### src/rtl/raster_core_multirow.sv
// raster_core_multirow
//   Scanline rasteriser core owning NUM_ROWS consecutive scanlines
//   (global rows CORE_ID*NUM_ROWS .. CORE_ID*NUM_ROWS+NUM_ROWS-1). A
//   {triangle id, depth} line buffer lives in an external simple-dual-port
//   BRAM. Triangles arrive as 10-word packets; covered pixels are
//   depth-tested and written. An end packet streams the id buffer out
//   and clears it.
//
// Ports
//   clk, reset             clock, synchronous active-high reset
//   s_valid/s_data/s_ready triangle packet stream (32-bit words)
//   m_valid/m_ready        writeback stream handshake
//   m_data                 {global_row[3:0], id[11:0]}
//   m_last                 final writeback beat
//   rch_en/rch_addr        BRAM read port, rch_data valid BRAM_LATENCY later
//   rch_data               BRAM read data {4'b0, id, z}
//   wch_en/wch_addr        BRAM write port
//   wch_data               BRAM write data {4'b0, id, z}
module raster_core_multirow #(
   parameter int unsigned CORE_ID      = 0,
   parameter int unsigned NUM_ROWS     = 2,
   parameter int unsigned X_MAX        = 400,
   parameter int unsigned BRAM_LATENCY = 2,
   parameter logic [31:0] LAMBDA_ONE   = 32'h0001_0000,
   parameter int unsigned ADDR_W       = 10
) (
   input  logic              clk,
   input  logic              reset,
   input  logic              s_valid,
   input  logic [31:0]       s_data,
   output logic              s_ready,
   output logic              m_valid,
   input  logic              m_ready,
   output logic [15:0]       m_data,
   output logic              m_last,
   output logic              rch_en,
   output logic [ADDR_W-1:0] rch_addr,
   input  logic [31:0]       rch_data,
   output logic              wch_en,
   output logic [ADDR_W-1:0] wch_addr,
   output logic [31:0]       wch_data
);

   localparam int unsigned NPIX     = NUM_ROWS * X_MAX;
   localparam int unsigned ROW_BASE = CORE_ID * NUM_ROWS;
   localparam int unsigned XW       = $clog2(X_MAX + BRAM_LATENCY + 2);
   localparam int unsigned RW       = $clog2(NUM_ROWS + 1);
   localparam int unsigned CW       = $clog2(BRAM_LATENCY + 1);

   typedef enum logic [2:0] {
      S_CLEAR,
      S_IDLE,
      S_PREP,
      S_RASTER,
      S_WB_WAIT,
      S_WB_OUT
   } state_t;

   state_t            state_q;
   logic [3:0]        wcnt_q;
   logic [5:0]        y_start_q, y_end_q;
   logic              end_q;
   logic [11:0]       id_q;
   logic [31:0]       l0_q, l1_q, l0dx_q, l0dy_q, l1dx_q, l1dy_q;
   logic [15:0]       z0_q, zdx_q, zdy_q;
   logic [RW-1:0]     r_q;
   logic [XW-1:0]     x_q;
   logic [ADDR_W-1:0] a_q;
   logic [CW-1:0]     cnt_q;
   logic [31:0]       lam0_q, lam1_q;
   logic [15:0]       zacc_q;
   logic [ADDR_W-1:0] rbase_q;

   logic              s_ready_q, m_valid_q, m_last_q;
   logic [15:0]       m_data_q;
   logic              rch_en_q, wch_en_q;
   logic [ADDR_W-1:0] rch_addr_q, wch_addr_q;
   logic [31:0]       wch_data_q;

   logic [31:0]       gy_d, first_r_d;
   logic              first_ok_d, next_ok_d;
   logic [32:0]       lam_sum_d;
   logic              inside_d, eval_d, wr_hit_d;
   logic [ADDR_W-1:0] pix_addr_d;
   logic              unused_d;

   assign s_ready  = s_ready_q;
   assign m_valid  = m_valid_q;
   assign m_data   = m_data_q;
   assign m_last   = m_last_q;
   assign rch_en   = rch_en_q;
   assign rch_addr = rch_addr_q;
   assign wch_en   = wch_en_q;
   assign wch_addr = wch_addr_q;
   assign wch_data = wch_data_q;

   assign unused_d = ^{rch_data[31:28], s_data[19:13]};

   always_comb begin
      gy_d      = 32'(ROW_BASE) + 32'(r_q);
      // Owned rows are contiguous, so the first covered one is simply
      // max(y_start, ROW_BASE) provided it is still owned and <= y_end.
      first_r_d = '0;
      if (32'(y_start_q) > 32'(ROW_BASE))
         first_r_d = 32'(y_start_q) - 32'(ROW_BASE);
      first_ok_d = (first_r_d < NUM_ROWS) &&
                   ((32'(ROW_BASE) + first_r_d) <= 32'(y_end_q));
      next_ok_d  = ((32'(r_q) + 32'd1) < NUM_ROWS) &&
                   ((gy_d + 32'd1) <= 32'(y_end_q));
      lam_sum_d  = {lam0_q[31], lam0_q} + {lam1_q[31], lam1_q};
      inside_d   = !lam0_q[31] && !lam1_q[31] &&
                   ($signed(lam_sum_d) <= $signed({1'b0, LAMBDA_ONE}));
      // The read for pixel p leaves the register stage one cycle after it is
      // scheduled, so its data is back at x_q = p + BRAM_LATENCY + 1.
      eval_d     = x_q >= XW'(BRAM_LATENCY + 1);
      wr_hit_d   = eval_d && inside_d && (zacc_q > rch_data[15:0]);
      pix_addr_d = rbase_q + ADDR_W'(x_q) - ADDR_W'(BRAM_LATENCY + 1);
   end

   always_ff @(posedge clk) begin
      if (reset) begin
         state_q    <= S_CLEAR;
         wcnt_q     <= '0;
         y_start_q  <= '0;
         y_end_q    <= '0;
         end_q      <= 1'b0;
         id_q       <= '0;
         l0_q       <= '0;
         l1_q       <= '0;
         l0dx_q     <= '0;
         l0dy_q     <= '0;
         l1dx_q     <= '0;
         l1dy_q     <= '0;
         z0_q       <= '0;
         zdx_q      <= '0;
         zdy_q      <= '0;
         r_q        <= '0;
         x_q        <= '0;
         a_q        <= '0;
         cnt_q      <= '0;
         lam0_q     <= '0;
         lam1_q     <= '0;
         zacc_q     <= '0;
         rbase_q    <= '0;
         s_ready_q  <= 1'b0;
         m_valid_q  <= 1'b0;
         m_last_q   <= 1'b0;
         m_data_q   <= '0;
         rch_en_q   <= 1'b0;
         rch_addr_q <= '0;
         wch_en_q   <= 1'b0;
         wch_addr_q <= '0;
         wch_data_q <= '0;
      end else begin
         rch_en_q <= 1'b0;
         wch_en_q <= 1'b0;
         case (state_q)
            S_CLEAR: begin
               wch_en_q   <= 1'b1;
               wch_addr_q <= a_q;
               wch_data_q <= '0;
               if (a_q == ADDR_W'(NPIX - 1)) begin
                  a_q     <= '0;
                  state_q <= S_IDLE;
               end else begin
                  a_q <= a_q + ADDR_W'(1);
               end
            end

            S_IDLE: begin
               s_ready_q <= 1'b1;
               if (s_valid && s_ready_q) begin
                  case (wcnt_q)
                     4'd0: begin
                        y_start_q <= s_data[5:0];
                        y_end_q   <= s_data[11:6];
                        end_q     <= s_data[12];
                        id_q      <= s_data[31:20];
                     end
                     4'd1:    l0_q   <= s_data;
                     4'd2:    l1_q   <= s_data;
                     4'd3:    l0dx_q <= s_data;
                     4'd4:    l0dy_q <= s_data;
                     4'd5:    l1dx_q <= s_data;
                     4'd6:    l1dy_q <= s_data;
                     4'd7:    z0_q   <= s_data[15:0];
                     4'd8:    zdx_q  <= s_data[15:0];
                     default: zdy_q  <= s_data[15:0];
                  endcase
                  if (wcnt_q == 4'd9) begin
                     wcnt_q    <= '0;
                     s_ready_q <= 1'b0;
                     if (end_q) begin
                        a_q        <= '0;
                        x_q        <= '0;
                        r_q        <= '0;
                        cnt_q      <= '0;
                        rch_en_q   <= 1'b1;
                        rch_addr_q <= '0;
                        state_q    <= S_WB_WAIT;
                     end else if (first_ok_d) begin
                        r_q     <= RW'(first_r_d);
                        state_q <= S_PREP;
                     end
                  end else begin
                     wcnt_q <= wcnt_q + 4'd1;
                  end
               end
            end

            S_PREP: begin
               lam0_q  <= l0_q + l0dy_q * gy_d;
               lam1_q  <= l1_q + l1dy_q * gy_d;
               zacc_q  <= z0_q + zdy_q * gy_d[15:0];
               rbase_q <= ADDR_W'(32'(r_q) * X_MAX);
               x_q     <= '0;
               state_q <= S_RASTER;
            end

            S_RASTER: begin
               rch_en_q   <= x_q < XW'(X_MAX);
               rch_addr_q <= rbase_q + ADDR_W'(x_q);
               if (eval_d) begin
                  wch_en_q   <= wr_hit_d;
                  wch_addr_q <= pix_addr_d;
                  wch_data_q <= {4'b0, id_q, zacc_q};
                  lam0_q     <= lam0_q + l0dx_q;
                  lam1_q     <= lam1_q + l1dx_q;
                  zacc_q     <= zacc_q + zdx_q;
               end
               if (x_q == XW'(X_MAX + BRAM_LATENCY)) begin
                  if (next_ok_d) begin
                     r_q     <= r_q + RW'(1);
                     state_q <= S_PREP;
                  end else begin
                     state_q <= S_IDLE;
                  end
               end else begin
                  x_q <= x_q + XW'(1);
               end
            end

            S_WB_WAIT: begin
               if (cnt_q == CW'(BRAM_LATENCY)) begin
                  m_valid_q <= 1'b1;
                  m_data_q  <= {gy_d[3:0], rch_data[27:16]};
                  m_last_q  <= a_q == ADDR_W'(NPIX - 1);
                  state_q   <= S_WB_OUT;
               end else begin
                  cnt_q <= cnt_q + CW'(1);
               end
            end

            S_WB_OUT: begin
               if (m_ready) begin
                  // Clearing a and issuing the read of a+1 share this edge,
                  // giving the BRAM_LATENCY+2 cycle beat period.
                  m_valid_q  <= 1'b0;
                  m_last_q   <= 1'b0;
                  wch_en_q   <= 1'b1;
                  wch_addr_q <= a_q;
                  wch_data_q <= '0;
                  if (a_q == ADDR_W'(NPIX - 1)) begin
                     a_q     <= '0;
                     x_q     <= '0;
                     r_q     <= '0;
                     state_q <= S_IDLE;
                  end else begin
                     a_q        <= a_q + ADDR_W'(1);
                     rch_en_q   <= 1'b1;
                     rch_addr_q <= a_q + ADDR_W'(1);
                     cnt_q      <= '0;
                     if (x_q == XW'(X_MAX - 1)) begin
                        x_q <= '0;
                        r_q <= r_q + RW'(1);
                     end else begin
                        x_q <= x_q + XW'(1);
                     end
                     state_q <= S_WB_WAIT;
                  end
               end
            end

            default: state_q <= S_CLEAR;
         endcase
      end
   end

endmodule

### config.mk
export PLATFORM = sky130hd
export DESIGN_NAME = raster_core_multirow
export DESIGN_NICKNAME = d
export VERILOG_FILES = /design/src/rtl/raster_core_multirow.sv
export SDC_FILE = /design/constraint.sdc
export NUM_CORES = 2
export LEC_CHECK = 0
export CAP_MARGIN = 20
export CELL_PAD_IN_SITES_DETAIL_PLACEMENT = 1
export CELL_PAD_IN_SITES_GLOBAL_PLACEMENT = 1
export CORE_ASPECT_RATIO = 0.9
export CORE_MARGIN = 10
export CORE_UTILIZATION = 26
export CTS_CLUSTER_SIZE = 10
export DETAILED_ROUTE_END_ITERATION = 8
export GPL_ROUTABILITY_DRIVEN = 0
export MAX_ROUTING_LAYER = met4
export PLACE_DENSITY_LB_ADDON = 0.25
export RECOVER_POWER = 25
export SYNTH_ARGS = -nofsm -noshare
export SYNTH_HDL_FRONTEND = slang
export SYNTH_SLANG_ARGS = --single-unit
### constraint.sdc
create_clock -name clk -period 9.7 [get_ports clk]
set_input_delay 1.94 -clock clk [delete_from_list [all_inputs] [get_ports clk]]
set_output_delay 1.94 -clock clk [all_outputs]
set_load 0.03 [all_outputs]
==> results by group <==
Logic synthesis
  – Number of synthesized register bits: 446
  – Yosys warning count: 0
  – Post-synth EDFFs: 0
  – Sequential element share of the synthesized area: 0.300
  – Synth Area per Inst: between 7 and 8 um^2
  – Post-synthesis cell area: slightly below 0.03 mm^2
  – Ys async rst share: 0
  – Number of distinct library cells after synthesis: 83
  – Cells after Synth: 4031
  – Top_reg_cell synth: sky130_fd_sc_hd__dfxtp_1

Floorplanning
  – Starting density of the core: 0.263
  – Area of the die: 0.129 mm^2
  – Core Area: between 0.1 and 0.15 mm^2
  – Die X-Extent: around 380 um
  – Total number of placement rows: between 100 and 150
  – Top-level port count: ~140
  – Height of the die: 341 um

Place
  – Number of buffers inserted by port buffering: 130
  – Final HPWL from detailed placement: between 70000 and 80000 um
  – Instance count after placement with tap cells included: between 5000 and 6000
  – Area after detailed placement: roughly 0.032 mm^2
  – Post-place setup slack: 4.12 ns

Detailed routing
  – Total number of vias: between 20000 and 30000
  – Final routed wirelength across all metal layers: between 100000 and 150000 um
  – Number of remaining DRC errors: 0
  – DRT Pass-1 Iters: 5
  – Antenna-violating nets left: 0
  – Via count normalized by instance count: 4.98
  – DR iter-0 viols: 1517
  – Wire length per cell: roughly 20 um

Final layout
  – Inserted Diodes: 0
  – Fin nets: 4407
  – Final std cells w/o fill: between 5000 and 6000
  – Layout Area Growth over Synthesis: 15.3%
  – Most common library cell in the layout ignoring fill and taps: sky130_fd_sc_hd__nand2_1
  – Number of fill cells in the layout: approximately 14000
  – Most frequent cells in the layout: 927 x sky130_fd_sc_hd__nand2_1, 510 x sky130_fd_sc_hd__a21oi_1, 444 x sky130_fd_sc_hd__dfxtp_1, 298 x sky130_fd_sc_hd__inv_1, 254 x sky130_fd_sc_hd__nor2_1
  – Finished Cell Area: ~0.034 mm^2
  – Post-route core utilization: 0.303
  – Share of final-layout standard cells stronger than drive strength 1: 0.0405

Flow run
  – Max-cap violation count: 5

STA
  – Minimum setup slack in the final design: between 3 and 4 ns
  – Final count of pins violating max slew: approximately 230
  – Final critical delay including setup and external delays: around 5.7 ns
  – Largest clock skew in the final design: between 0.04 and 0.05 ns
  – Highest clock frequency the design can meet: roughly 0.17 GHz
  – Share of the clock period used by the worst path: 0.590
  – Slew at the pin closest to its max-slew limit: 3.43 ns
  – # setup viols final: 0
  – Total negative slack: 0 ns
  – Final hold slack: between 0.4 and 0.5 ns
  – Hold Vio Cnt, Final: 0
  – Unrepaired setup endpoints after global routing: no
  – Worst slew margin relative to its limit: -1.29

CTS
  – Number of CTS-inserted buffers: 59
  – # resized after CTS: 0
  – Clock transition at the registers of the reported paths: ~0.06 ns
  – Post-CTS setup buffers: 0
  – Latest clock arrival within the worst-skew pair: around 0.67 ns
  – Clock tree root driver cell: sky130_fd_sc_hd__clkbuf_16
  – Clock tree buffer depth: 3
  – Number of hold buffers added after CTS: 0
  – CTS tree: done
  – Clock sink count: ~450
  – Level count of the clock H-tree: 2

Worst setup path
  – Crit path cell chain: buf_8, clkbuf_1, buf_4, a31oi_1, o221ai_1, a21oi_1, and3_1
  – Endpoint required time on the critical path: 10.23 ns
  – Kind of end point of the critical path: flop
  – Data arrival time of the critical path: 6.25 ns
  – CP max-delay cell: sky130_fd_sc_hd__clkbuf_1
  – Setup CP Type: in -> reg
  – Number of buffers and inverters on the critical path: 3
  – Delay of the slowest critical-path stage: about 2.4 ns
  – Worst path top cell family by delay: buffers and inverters
  – Maximum fanout count along the critical path: 84
  – Startpoint kind of the worst setup timing path: input port

Power
  – Post-route total power: 4.15 mW
  – Part of the power in registers: 0.443
  – Leakage power: 13.8 nW
  – Psw: approximately 0.99 mW
  – Combinational fraction of design power: 0.028
  – Internal power component: 3.16 mW
  – Peak supply drop: around 0.00013 V
  – Net switching share of the total power: 0.238
  – Cell area power density: 121 mW/mm^2
  – Clock network fraction of total power: 0.529

Global route
  – Largest net degree at the start of global routing: 85
  – Wire length of the first global-routing pass: 169000 um
  – Tot GR Track Use: 0.171
  – Remaining global-route overflow: 0
  – Vias in the first global route: roughly 28000
  – Antenna violations before repair: 2

Min path
  – Worst min-delay path class: reg -> reg

Run status
  – Violations in the final reports: max-capacitance violations, max-slew violations
  – Status: finished, violations left
[cells in the mapped netlist (20+ instances only)]
master                     number  area, um^2
sky130_fd_sc_hd__nand2_1      927        3480
sky130_fd_sc_hd__a21oi_1      511        2560
sky130_fd_sc_hd__dfxtp_1      446        8930
sky130_fd_sc_hd__inv_1        298        1120
sky130_fd_sc_hd__nor2_1       256         961
sky130_fd_sc_hd__ha_1         223        2790
sky130_fd_sc_hd__clkbuf_1     209         785
sky130_fd_sc_hd__o21ai_0      116         581
sky130_fd_sc_hd__nand3_1       94         470
sky130_fd_sc_hd__xnor2_1       91         797
sky130_fd_sc_hd__fa_1          82        1640
sky130_fd_sc_hd__a21o_1        79         593
sky130_fd_sc_hd__xor2_1        71         622
sky130_fd_sc_hd__nor3_1        70         350
sky130_fd_sc_hd__a211oi_1      56         420
sky130_fd_sc_hd__nor2b_1       32         200
sky130_fd_sc_hd__nand2b_1      29         181
sky130_fd_sc_hd__o211ai_1      26         195
sky130_fd_sc_hd__nand4_1       25         156
sky130_fd_sc_hd__a311oi_1      22         193
sky130_fd_sc_hd__a31oi_1       22         138
sky130_fd_sc_hd__or3_1         21         131
sky130_fd_sc_hd__o21a_1        20         150
sky130_fd_sc_hd__o21bai_1      20         150
[power groups by stage]
stage | logic, mW | registers, mW | clock network (mW)
after floorplan | 0.0494 | 1.88 | 0
after global placement | 0.119 | 1.88 | 0
after detailed placement | 0.119 | 1.88 | 0
after CTS | 0.119 | 1.84 | 2.26
after global routing | 0.126 | 1.84 | 2.33
final | 0.117 | 1.84 | 2.19
[final cells by class]
class,instances,area [um^2],area share
tap,1487,1860,0.0542
clock inverter,11,125,0.00364
multi-input combinational,3055,18900,0.550
sequential,446,8940,0.260
inverter,300,1130,0.0328
clock buffer,93,1780,0.0517
timing repair buffer,172,1630,0.0476
[registers in the layout, indices dropped and copies added, names as in the netlist, 28 cells and up]
name and count:
l0_q 32, l0dx_q 32, l0dy_q 32, l1_q 32
l1dx_q 32, l1dy_q 32, lam0_q 32, lam1_q 32
wch_data 28
[worst min-delay path: stages, from the launching register on]
cell and delay, ns:
sky130_fd_sc_hd__dfxtp_1 0.30, sky130_fd_sc_hd__nand2_1 0.05, sky130_fd_sc_hd__a21oi_1 0.05
[final timing paths]
path | slack, ns | cells past startpoint | from | end
setup / recovery | 3.98 | 7 | reset | lam1_q[31]$_SDFFE_PP0P_
hold / removal | 0.45 | 2 | wch_addr[4]$_SDFFE_PP0P_ | wch_addr[4]$_SDFFE_PP0P_
setup reg to reg | 4.22 | 15 | r_q[0]$_SDFFE_PP0P_ | lam1_q[28]$_SDFFE_PP0P_
hold reg to reg | 0.45 | 2 | wch_addr[4]$_SDFFE_PP0P_ | wch_addr[4]$_SDFFE_PP0P_
[layer usage]
metal  up-vias  GRT usage  wire length, um
li1      13634          -                -
met1     13655      0.243            56200
met2       346      0.256            46800
met3        94     0.0226             4040
met4         0     0.0369             2130
met5         -          -                0
[kinds of logic after synthesis]
group           share of synthesized area
fa+ha+maj                           0.149
buf+inv                            0.0688
flops                               0.300
other cells                      0.000126
compound gates                      0.209
xor+xnor                           0.0476
mux                               0.00344
simple gates                        0.223
Power figures use the tool's default switching activity.
